<file path="config.mk">
export PLATFORM = sky130hd
export DESIGN_NAME = scoreboard_hazard
export DESIGN_NICKNAME = d
export VERILOG_FILES = /design/src/rtl/scoreboard_hazard_pkg.sv /design/src/rtl/scoreboard_hazard_wb_resv_pipe.sv /design/src/rtl/scoreboard_hazard.sv
export VERILOG_INCLUDE_DIRS = /design/src /design/src/rtl
export SDC_FILE = /design/constraint.sdc
export NUM_CORES = 1
export LEC_CHECK = 0
export CAP_MARGIN = 20
export CORE_AREA = 5 5 176 178
export DETAILED_ROUTE_END_ITERATION = 6
export DIE_AREA = 0 0 181 183
export PLACE_DENSITY_LB_ADDON = 0.08
export SKIP_LAST_GASP = 1
export SLEW_MARGIN = 25
export SYNTH_ARGS = -nofsm -noshare
export SYNTH_HDL_FRONTEND = slang
export SYNTH_SLANG_ARGS = --single-unit
</file>
<file path="constraint.sdc">
create_clock -name clk -period 21.5 [get_ports clk]
set_input_delay 6.45 -clock clk [delete_from_list [all_inputs] [get_ports clk]]
set_output_delay 6.45 -clock clk [all_outputs]
set_load 0.1 [all_outputs]
</file>
<file path="src/rtl/xgriscv_defines.v">
// Shared core-wide widths and defaults for the integer pipeline.
`ifndef XGRISCV_DEFINES_V
`define XGRISCV_DEFINES_V
`define RFIDX_WIDTH 5
`define SB_MAXLAT   4
`endif

</file>
<file path="src/rtl/scoreboard_hazard_pkg.sv">
// ============================================================================
// Module   : scoreboard_hazard_pkg
// Purpose  : constants and latency helper shared by the hazard scoreboard
// Revision : 1.0 - initial release
// ============================================================================
`default_nettype none
`include "xgriscv_defines.v"

package scoreboard_hazard_pkg;

    localparam int c_RFIDX_WIDTH    = `RFIDX_WIDTH;
    localparam int c_MAXLAT_DEFAULT = `SB_MAXLAT;
    localparam int c_NREG_DEFAULT   = 32;
    localparam int c_LATW_DEFAULT   = 4;

    // A zero latency still needs one cycle to reach the writeback bus.
    function automatic int eff_lat(input int lat, input int maxlat);
        if (lat == 0)      return 1;
        if (lat > maxlat)  return maxlat;
        return lat;
    endfunction

endpackage

`default_nettype wire

</file>
<file path="src/rtl/scoreboard_hazard_wb_resv_pipe.sv">
// ============================================================================
// Module   : wb_resv_pipe
// Purpose  : writeback-slot reservation shift register with parallel rd queue
// Revision : 1.0 - initial release
// ============================================================================
`default_nettype none

module wb_resv_pipe #(
    parameter int MAXLAT = 4,
    parameter int IDXW   = 5,
    parameter int LATW   = 4
) (
    input  logic              clk,
    input  logic              reset_n,
    input  logic              clear,
    input  logic              set,
    input  logic [LATW-1:0]   set_lat,
    input  logic [IDXW-1:0]   set_rd,
    output logic [MAXLAT-1:0] resv,
    output logic [IDXW-1:0]   head
);

    logic [MAXLAT-1:0] r_resv;
    logic [IDXW-1:0]   r_rdq   [MAXLAT];
    logic [MAXLAT-1:0] w_nxt_resv;
    logic [IDXW-1:0]   w_nxt_rdq [MAXLAT];

    // Slot set_lat-1 is written after the shift, so a new entry lands exactly L edges from head.
    for (genvar i = 0; i < MAXLAT; i++) begin : g_slot
        logic w_hit;
        assign w_hit = set && (set_lat == LATW'(i + 1));
        if (i == MAXLAT - 1) begin : g_top
            assign w_nxt_resv[i] = w_hit;
            assign w_nxt_rdq[i]  = w_hit ? set_rd : '0;
        end else begin : g_mid
            assign w_nxt_resv[i] = w_hit ? 1'b1   : r_resv[i+1];
            assign w_nxt_rdq[i]  = w_hit ? set_rd : r_rdq[i+1];
        end
    end

    always_ff @(posedge clk or negedge reset_n) begin
        if (!reset_n) begin
            r_resv <= '0;
            for (int i = 0; i < MAXLAT; i++) r_rdq[i] <= '0;
        end else if (clear) begin
            r_resv <= '0;
            for (int i = 0; i < MAXLAT; i++) r_rdq[i] <= '0;
        end else begin
            r_resv <= w_nxt_resv;
            for (int i = 0; i < MAXLAT; i++) r_rdq[i] <= w_nxt_rdq[i];
        end
    end

    assign resv = r_resv;
    assign head = r_rdq[0];

endmodule

`default_nettype wire

</file>
<file path="src/rtl/scoreboard_hazard.sv">
// ============================================================================
// Module   : scoreboard_hazard
// Purpose  : issue-stage RAW/WAW/writeback-port hazard scoreboard with bypass
// Revision : 1.0 - initial release
// ============================================================================
`default_nettype none
`include "xgriscv_defines.v"

module scoreboard_hazard
    import scoreboard_hazard_pkg::*;
#(
    parameter int NREG   = 32,
    parameter int IDXW   = `RFIDX_WIDTH,
    parameter int MAXLAT = `SB_MAXLAT,
    parameter int LATW   = 4
) (
    input  logic            clk,
    input  logic            reset_n,
    input  logic            issue_valid,
    input  logic [IDXW-1:0] issue_rd,
    input  logic            issue_wen,
    input  logic [LATW-1:0] issue_lat,
    input  logic [IDXW-1:0] issue_rs1,
    input  logic [IDXW-1:0] issue_rs2,
    input  logic            issue_use_rs1,
    input  logic            issue_use_rs2,
    input  logic            kill,
    output logic            stall,
    output logic            byp_rs1,
    output logic            byp_rs2,
    output logic            wb_valid,
    output logic [IDXW-1:0] wb_rd,
    output logic            busy
);

    logic [LATW-1:0]   r_cnt [NREG];
    logic [MAXLAT-1:0] w_resv;
    logic [IDXW-1:0]   w_head;
    logic [LATW-1:0]   w_lat;
    logic              w_tracked;
    logic              w_raw1;
    logic              w_raw2;
    logic              w_waw;
    logic              w_port;
    logic              w_slot_taken;
    logic              w_accept;
    logic              w_set;

    assign w_lat     = LATW'(eff_lat(int'(issue_lat), MAXLAT));
    assign w_tracked = issue_wen && (issue_rd != '0);

    assign w_raw1 = issue_use_rs1 && (issue_rs1 != '0) && (r_cnt[issue_rs1] >= LATW'(2));
    assign w_raw2 = issue_use_rs2 && (issue_rs2 != '0) && (r_cnt[issue_rs2] >= LATW'(2));
    assign w_waw  = w_tracked && (r_cnt[issue_rd] > w_lat);

    // Slot L is where an op issued earlier would already be landing in the same cycle.
    always_comb begin
        w_slot_taken = 1'b0;
        for (int i = 1; i < MAXLAT; i++) begin
            if (w_lat == LATW'(i)) w_slot_taken = w_resv[i];
        end
    end
    assign w_port = w_tracked && w_slot_taken;

    assign stall    = issue_valid && (w_raw1 || w_raw2 || w_waw || w_port);
    assign w_accept = issue_valid && !stall && !kill;
    assign w_set    = w_accept && w_tracked;

    assign byp_rs1 = issue_use_rs1 && (issue_rs1 != '0) && (r_cnt[issue_rs1] == LATW'(1));
    assign byp_rs2 = issue_use_rs2 && (issue_rs2 != '0) && (r_cnt[issue_rs2] == LATW'(1));

    always_ff @(posedge clk or negedge reset_n) begin
        if (!reset_n) begin
            for (int r = 0; r < NREG; r++) r_cnt[r] <= '0;
        end else begin
            for (int r = 0; r < NREG; r++) begin
                if (kill || r == 0)
                    r_cnt[r] <= '0;
                else if (w_set && issue_rd == IDXW'(r))
                    r_cnt[r] <= w_lat;
                else if (r_cnt[r] != '0)
                    r_cnt[r] <= r_cnt[r] - LATW'(1);
            end
        end
    end

    wb_resv_pipe #(
        .MAXLAT (MAXLAT),
        .IDXW   (IDXW),
        .LATW   (LATW)
    ) u_resv_pipe (
        .clk     (clk),
        .reset_n (reset_n),
        .clear   (kill),
        .set     (w_set),
        .set_lat (w_lat),
        .set_rd  (issue_rd),
        .resv    (w_resv),
        .head    (w_head)
    );

    assign wb_valid = w_resv[0];
    assign wb_rd    = w_resv[0] ? w_head : '0;
    assign busy     = |w_resv;

endmodule

`default_nettype wire

</file>
# After elaboration in Yosys (flattened, before gate mapping)

Cells that the tools add are included.

Add/sub/neg operators: 31
$lt $le $gt $ge: 7
Equality and inequality tests: 37
Multiplexer cells: 122
Bitwise logic cells: 3
Reductions and logical operators: 120

Operator list:

| cell                                                                   | count |
|---|---|
| 4-bit 2-to-1 mux                                                       | 102 |
| 4-bit nonzero test                                                     | 31 |
| 4-bit by 1-bit subtractor with 4-bit output (second input constant)    | 31 |
| 3-bit nonzero test                                                     | 31 |
| 5-bit equality test (second input constant)                            | 16 |
| 4-bit binary-select mux with 5-bit select                              | 3 |
| 1-bit logical AND                                                      | 48 |
| 5-bit by 4-bit equality test with 1-bit output (second input constant) | 8 |
| 5-bit 2-to-1 mux                                                       | 5 |
| 5-bit by 3-bit equality test with 1-bit output (second input constant) | 4 |
| 20-bit 2-to-1 mux                                                      | 1 |
| 6-bit >= comparator (second input constant)                            | 3 |
| 5-bit inverter with 6-bit output                                       | 3 |
| 5-bit nonzero test                                                     | 3 |
| 4-bit by 1-bit equality test with 1-bit output (second input constant) | 3 |
| 5-bit by 2-bit equality test with 1-bit output (second input constant) | 2 |
| 1-bit 2-to-1 mux                                                       | 10 |
| 4-bit by 2-bit equality test with 1-bit output (second input constant) | 2 |
| 4-bit by 2-bit >= comparator with 1-bit output (second input constant) | 2 |
| 5-bit by 1-bit equality test with 1-bit output (second input constant) | 1 |
| 4-bit by 3-bit equality test with 1-bit output (second input constant) | 1 |
| 4-bit by 3-bit > comparator with 1-bit output (second input constant)  | 1 |
| 4-bit > comparator                                                     | 1 |
| 4-bit logical NOT                                                      | 1 |
| other kinds (4)                                                        | 7 |

Register bits after elaboration: 148
Input port bits: 26
Logic and storage cells: 356

# Logic depth before layout (Yosys ltp)

Depth after elaboration: 19
Depth in mapped cells: 17

# Modules after synthesis

A second synthesis with hierarchy kept.

Cells, all modules: 1142
Area total of the unflattened synthesis: 11000.6 µm²

By module, submodules not included:

| module            | instances | cells each | area an instance (µm²) | sequential area each (µm²) |
|---|---|---|---|---|
| scoreboard_hazard | 1         | 1058       | 9937.0                 | 3103.0 |
| wb_resv_pipe      | 1         | 84         | 1063.5                 | 600.6 |

# Least setup slack after synthesis

Ideal clock, no wire load.

Path kind: input to output
Start: in issue_rd[0]
End: out stall
Data arrival time: 10.525 ns
Data required time: 15.050 ns
Slack: 4.525 ns
Cell stages on the path: 14
Cell sequence: buf_1 -> clkbuf_1 -> mux4_2 -> mux4_2 -> mux2i_1 -> ha_1 -> nand4_1 -> o21ai_0 -> a21o_1 -> a21oi_1 -> clkbuf_1 -> nor3_2 -> nand2_1 -> and2_1

Word-level cells in the longest chain between the ends: 9
Elaborated cells between the ends (all ways): 12

RTL lines:

| what                                                   | RTL line                | text |
|---|---|---|
| start: declaration                                     | scoreboard_hazard.sv:20 | `input logic [IDXW-1:0] issue_rd,` |
| 5-bit inverter with 6-bit output (implied by the code) | scoreboard_hazard.sv:54 | `assign w_waw = w_tracked && (r_cnt[issue_rd] > w_lat);` |
| 4-bit binary-select mux with 5-bit select              | scoreboard_hazard.sv:54 |  |
| 4-bit 2-to-1 mux (implied by the code) (2 in a row)    | scoreboard_hazard.sv:54 |  |
| 4-bit > comparator                                     | scoreboard_hazard.sv:54 |  |
| 1-bit logical AND                                      | scoreboard_hazard.sv:54 |  |
| 1-bit logical OR                                       | scoreboard_hazard.sv:65 | `assign stall = issue_valid && (w_raw1 \|\| w_raw2 \|\| w_waw \|\| w_port);` |
| 1-bit logical OR (*)                                   | scoreboard_hazard.sv:65 |  |
| 1-bit logical AND (*)                                  | scoreboard_hazard.sv:65 |  |
| end: declaration                                       | scoreboard_hazard.sv:28 | `output logic stall,` |

Every way passes the cells marked *; elsewhere a longest branch is shown, timed or not. The select of a mux whose other input is x is not followed.

# Final worst setup path

Start: in issue_rd[1]
End: out stall

Same word-level chain as after synthesis.

==> flow_summary.ini <==
[route]
viasPerCell = 6.07
drt-wirelength-per-cell_um = 23.0
drc = 0
drt_iter0_drc = 707
vias = 9773
wl_um = 37100
ant_nets = 0
drt-pass1-iter-count = 5

[worst_setup_path]
arrival_ns = 11.86
critPathKind = input port to primary output
crit_fanout = 38
critPathLaunchType = input port
timing.rr.start = r_cnt[1]
required_ns = 15.05
startpoint = issue_rd[1]
end_kind = primary output

[place]
placed_area_um2 = 12200
dp_slack_ns = 3.29
globalplace.congestion = 0.990
post-dp-hpwl_um = 25800
port_buffers = 35

[clock_network]
cts_root_buffer = clkbuf_16
clock_path_buffers = 2
ctsResizeCount = 0
clock-sinks = 148
clock_latency_ns = 0.44
postCtsHoldBufs = 0
htreeDepth = 4
cts_tree = built
cts_buffers = 17
cts.clk_slew.worst_paths_ns = 0.06
cts_setup_buffers = 0

[synthesis]
ys.warnings.count = 0
synth_top_area_cell = dfrtp_1
synthTopCellsByArea = dfrtp_1, mux4_2, mux2_2
synthDistinctLibCells = 67
syn_area_per_cell_um2 = 9.48
syn-num-nets = 1273
yosysSeqAreaShare_pct = 32.2
synth_top_area_share_pct = 32.2
synth-async-reset-ratio_pct = 100
synthFlopType = dfrtp_1
netlist_area_um2 = 11500
ys_seq_elements = 148
syn_inst = 1212
synth-edff-count = 0

[global_route]
grt_pass1_wl_um = 57300
antenna_found_initial = 0
grt_use_total_pct = 22.5
grt_pass1_vias = 9219
grt_max_degree = 80
grt-ovfl-total = 0

[sta]
rsz0062_at_grt = no
timing.fmax_mhz = 54.6
fin_ws_ns = 3.19
period_minus_slack_ns = 18.31
fin_tns_setup_ns = 0
skew_ns = 0.0102
setup_viol = 0
slew_headroom_pct = 31.1
drv_slew = 0
worst_pin_slew_ns = 1.03
hold_viol_final = 0
period_share_pct = 85.2

[floorplan]
start_util_pct = 39.3
die_w_um = 181
coreArea_um2 = 29200
ioPinCount = 36
fp-row-count = 63
dieHeight_um = 183
die-area_um2 = 33100

[worst_hold_path]
min-delay-start = u_resv_pipe.r_rdq[3]
worstHoldPathType = flop to flop

[power]
power.total_mw = 1.58
p_int_mw = 0.913
power_frac_comb_pct = 48.5
sw_frac_of_total_pct = 42.2
power_density_nw_per_um2 = 125
p_leak_nw = 5.45
seq_power_share_pct = 33.7
p_sw_mw = 0.668
clockPowerShare_pct = 17.8
vdd_drop_max_v = 0.0000576

[final_layout]
drive_above_1_share_pct = 16.1
fin_util_pct = 43.4
syn_to_final_growth_pct = 10.4
nets = 1271
design_area_um2 = 12700
n_antenna_cell = 0

[outcome]
outcome = completed

[job]
maxCapViolCount = 0
[routing by layer]
| metal | up-vias | part of all wire, % | global-route usage [%] |
|---|---|---|---|
| met2 | 371 | 43 | 33.1 |
| met3 | 52 | 8.4 | 5.55 |
| li1 | 4455 | - | - |
| met4 | 0 | 2.6 | 7.75 |
| met5 | - | 0 | 0 |
| met1 | 4895 | 46 | 32.5 |
[sequential cells by signal, summed over array words and instances, names as in the netlist]
register / flops
u_resv_pipe.head: 5
u_resv_pipe.r_rdq: 15
u_resv_pipe.resv: 4
r_cnt: 124
[worst paths after layout]
check | to | slack, ns | depth (start not counted)
max | stall | 3.19 | 14
max in group asynchronous | r_cnt[96] | 14.29 | 2
min reg2reg | u_resv_pipe.r_rdq[8] | 0.52 | 2
min | u_resv_pipe.r_rdq[8] | 0.52 | 2
min in group asynchronous | r_cnt[30] | 6.06 | 1
max reg2reg | r_cnt[38] | 16.93 | 11
[cells in the mapped netlist, types with 28 or more instances]
cell	instances
dfrtp_1	148
nor2_1	127
inv_1	73
a21oi_1	72
nor3_1	65
mux2_2	61
mux4_2	57
mux2i_1	52
nand2b_1	52
nand2_1	50
clkbuf_1	48
nand3_1	42
ha_1	35
a211o_1	32
or3_1	32
xnor2_1	31
and2_1	28
[critical path, cell delays in order]
cell and delay, ns:
buf_2 0.68, nor2b_1 0.41, a22o_1 0.36, mux4_2 0.47
mux2_2 0.27, ha_1 0.29, nand4_1 0.09, o21ai_0 0.08
a21o_1 0.18, a21oi_2 0.71, nor3_2 0.26, nand2_1 0.28
and2_1 0.17, clkdlybuf4s50_1 1.14
[stage by stage]
stage	hold slack, ns	cells
floorplan	0.494	1212
global placement	0.502	1581
global route	0.540	1611
detailed placement	0.509	1581
CTS	0.517	1611
finish	0.516	1611
[final cells by class]
class                   count  area [um2]
repair buffers             49         448
flip-flops and latches    148        3700
clock buffers              24         472
inverters                  74         278
multi-input cells         920        7240
clock inverters             6        55.1
fillers                  2845       16600
well taps                 390         488
[cell families after synthesis]
family                   count (synthesis)  share of synthesized area [%]
AND/OR/NAND/NOR                        507                           24.1
AO/OA/AOI/OAI                          170                           9.97
buffers and inverters                  144                           4.99
flip-flops                             148                           32.2
XOR/XNOR                                31                           2.36
other                                    1                         0.0326
adder cells (fa/ha/maj)                 35                           3.81
multiplexers                           176                           22.5
[cell usage in the layout (no fill, tap or decap), types with 14 or more instances in the layout]
| cell | netlist | routed |
|---|---|---|
| a211o_1 | 32 | 32 |
| a21oi_1 | 72 | 71 |
| and2_1 | 28 | 28 |
| buf_4 | 2 | 14 |
| clkbuf_16 | 0 | 17 |
| clkdlybuf4s50_1 | 0 | 31 |
| dfrtp_1 | 148 | 148 |
| ha_1 | 35 | 35 |
| inv_1 | 73 | 73 |
| mux2_2 | 61 | 61 |
| mux2i_1 | 52 | 52 |
| mux4_2 | 57 | 57 |
| nand2_1 | 50 | 50 |
| nand2b_1 | 52 | 52 |
| nand3_1 | 42 | 42 |
| nand3b_1 | 23 | 23 |
| nor2_1 | 127 | 126 |
| nor3_1 | 65 | 65 |
| nor4_1 | 25 | 25 |
| o21ai_0 | 16 | 16 |
| or3_1 | 32 | 32 |
| xnor2_1 | 31 | 31 |
[power by group through the flow]
| stage | Sequential [mW] | Clock, mW | Combinational [mW] |
|---|---|---|---|
| after CTS | 0.525 | 0.290 | 0.762 |
| after global routing | 0.544 | 0.299 | 0.858 |
| after detailed placement | 0.529 | 0 | 0.757 |
| after floorplan | 0.457 | 0 | 0.628 |
| final | 0.533 | 0.282 | 0.766 |
| after global placement | 0.539 | 0 | 0.744 |
No activity file was read; power rests on OpenSTA's default activity.
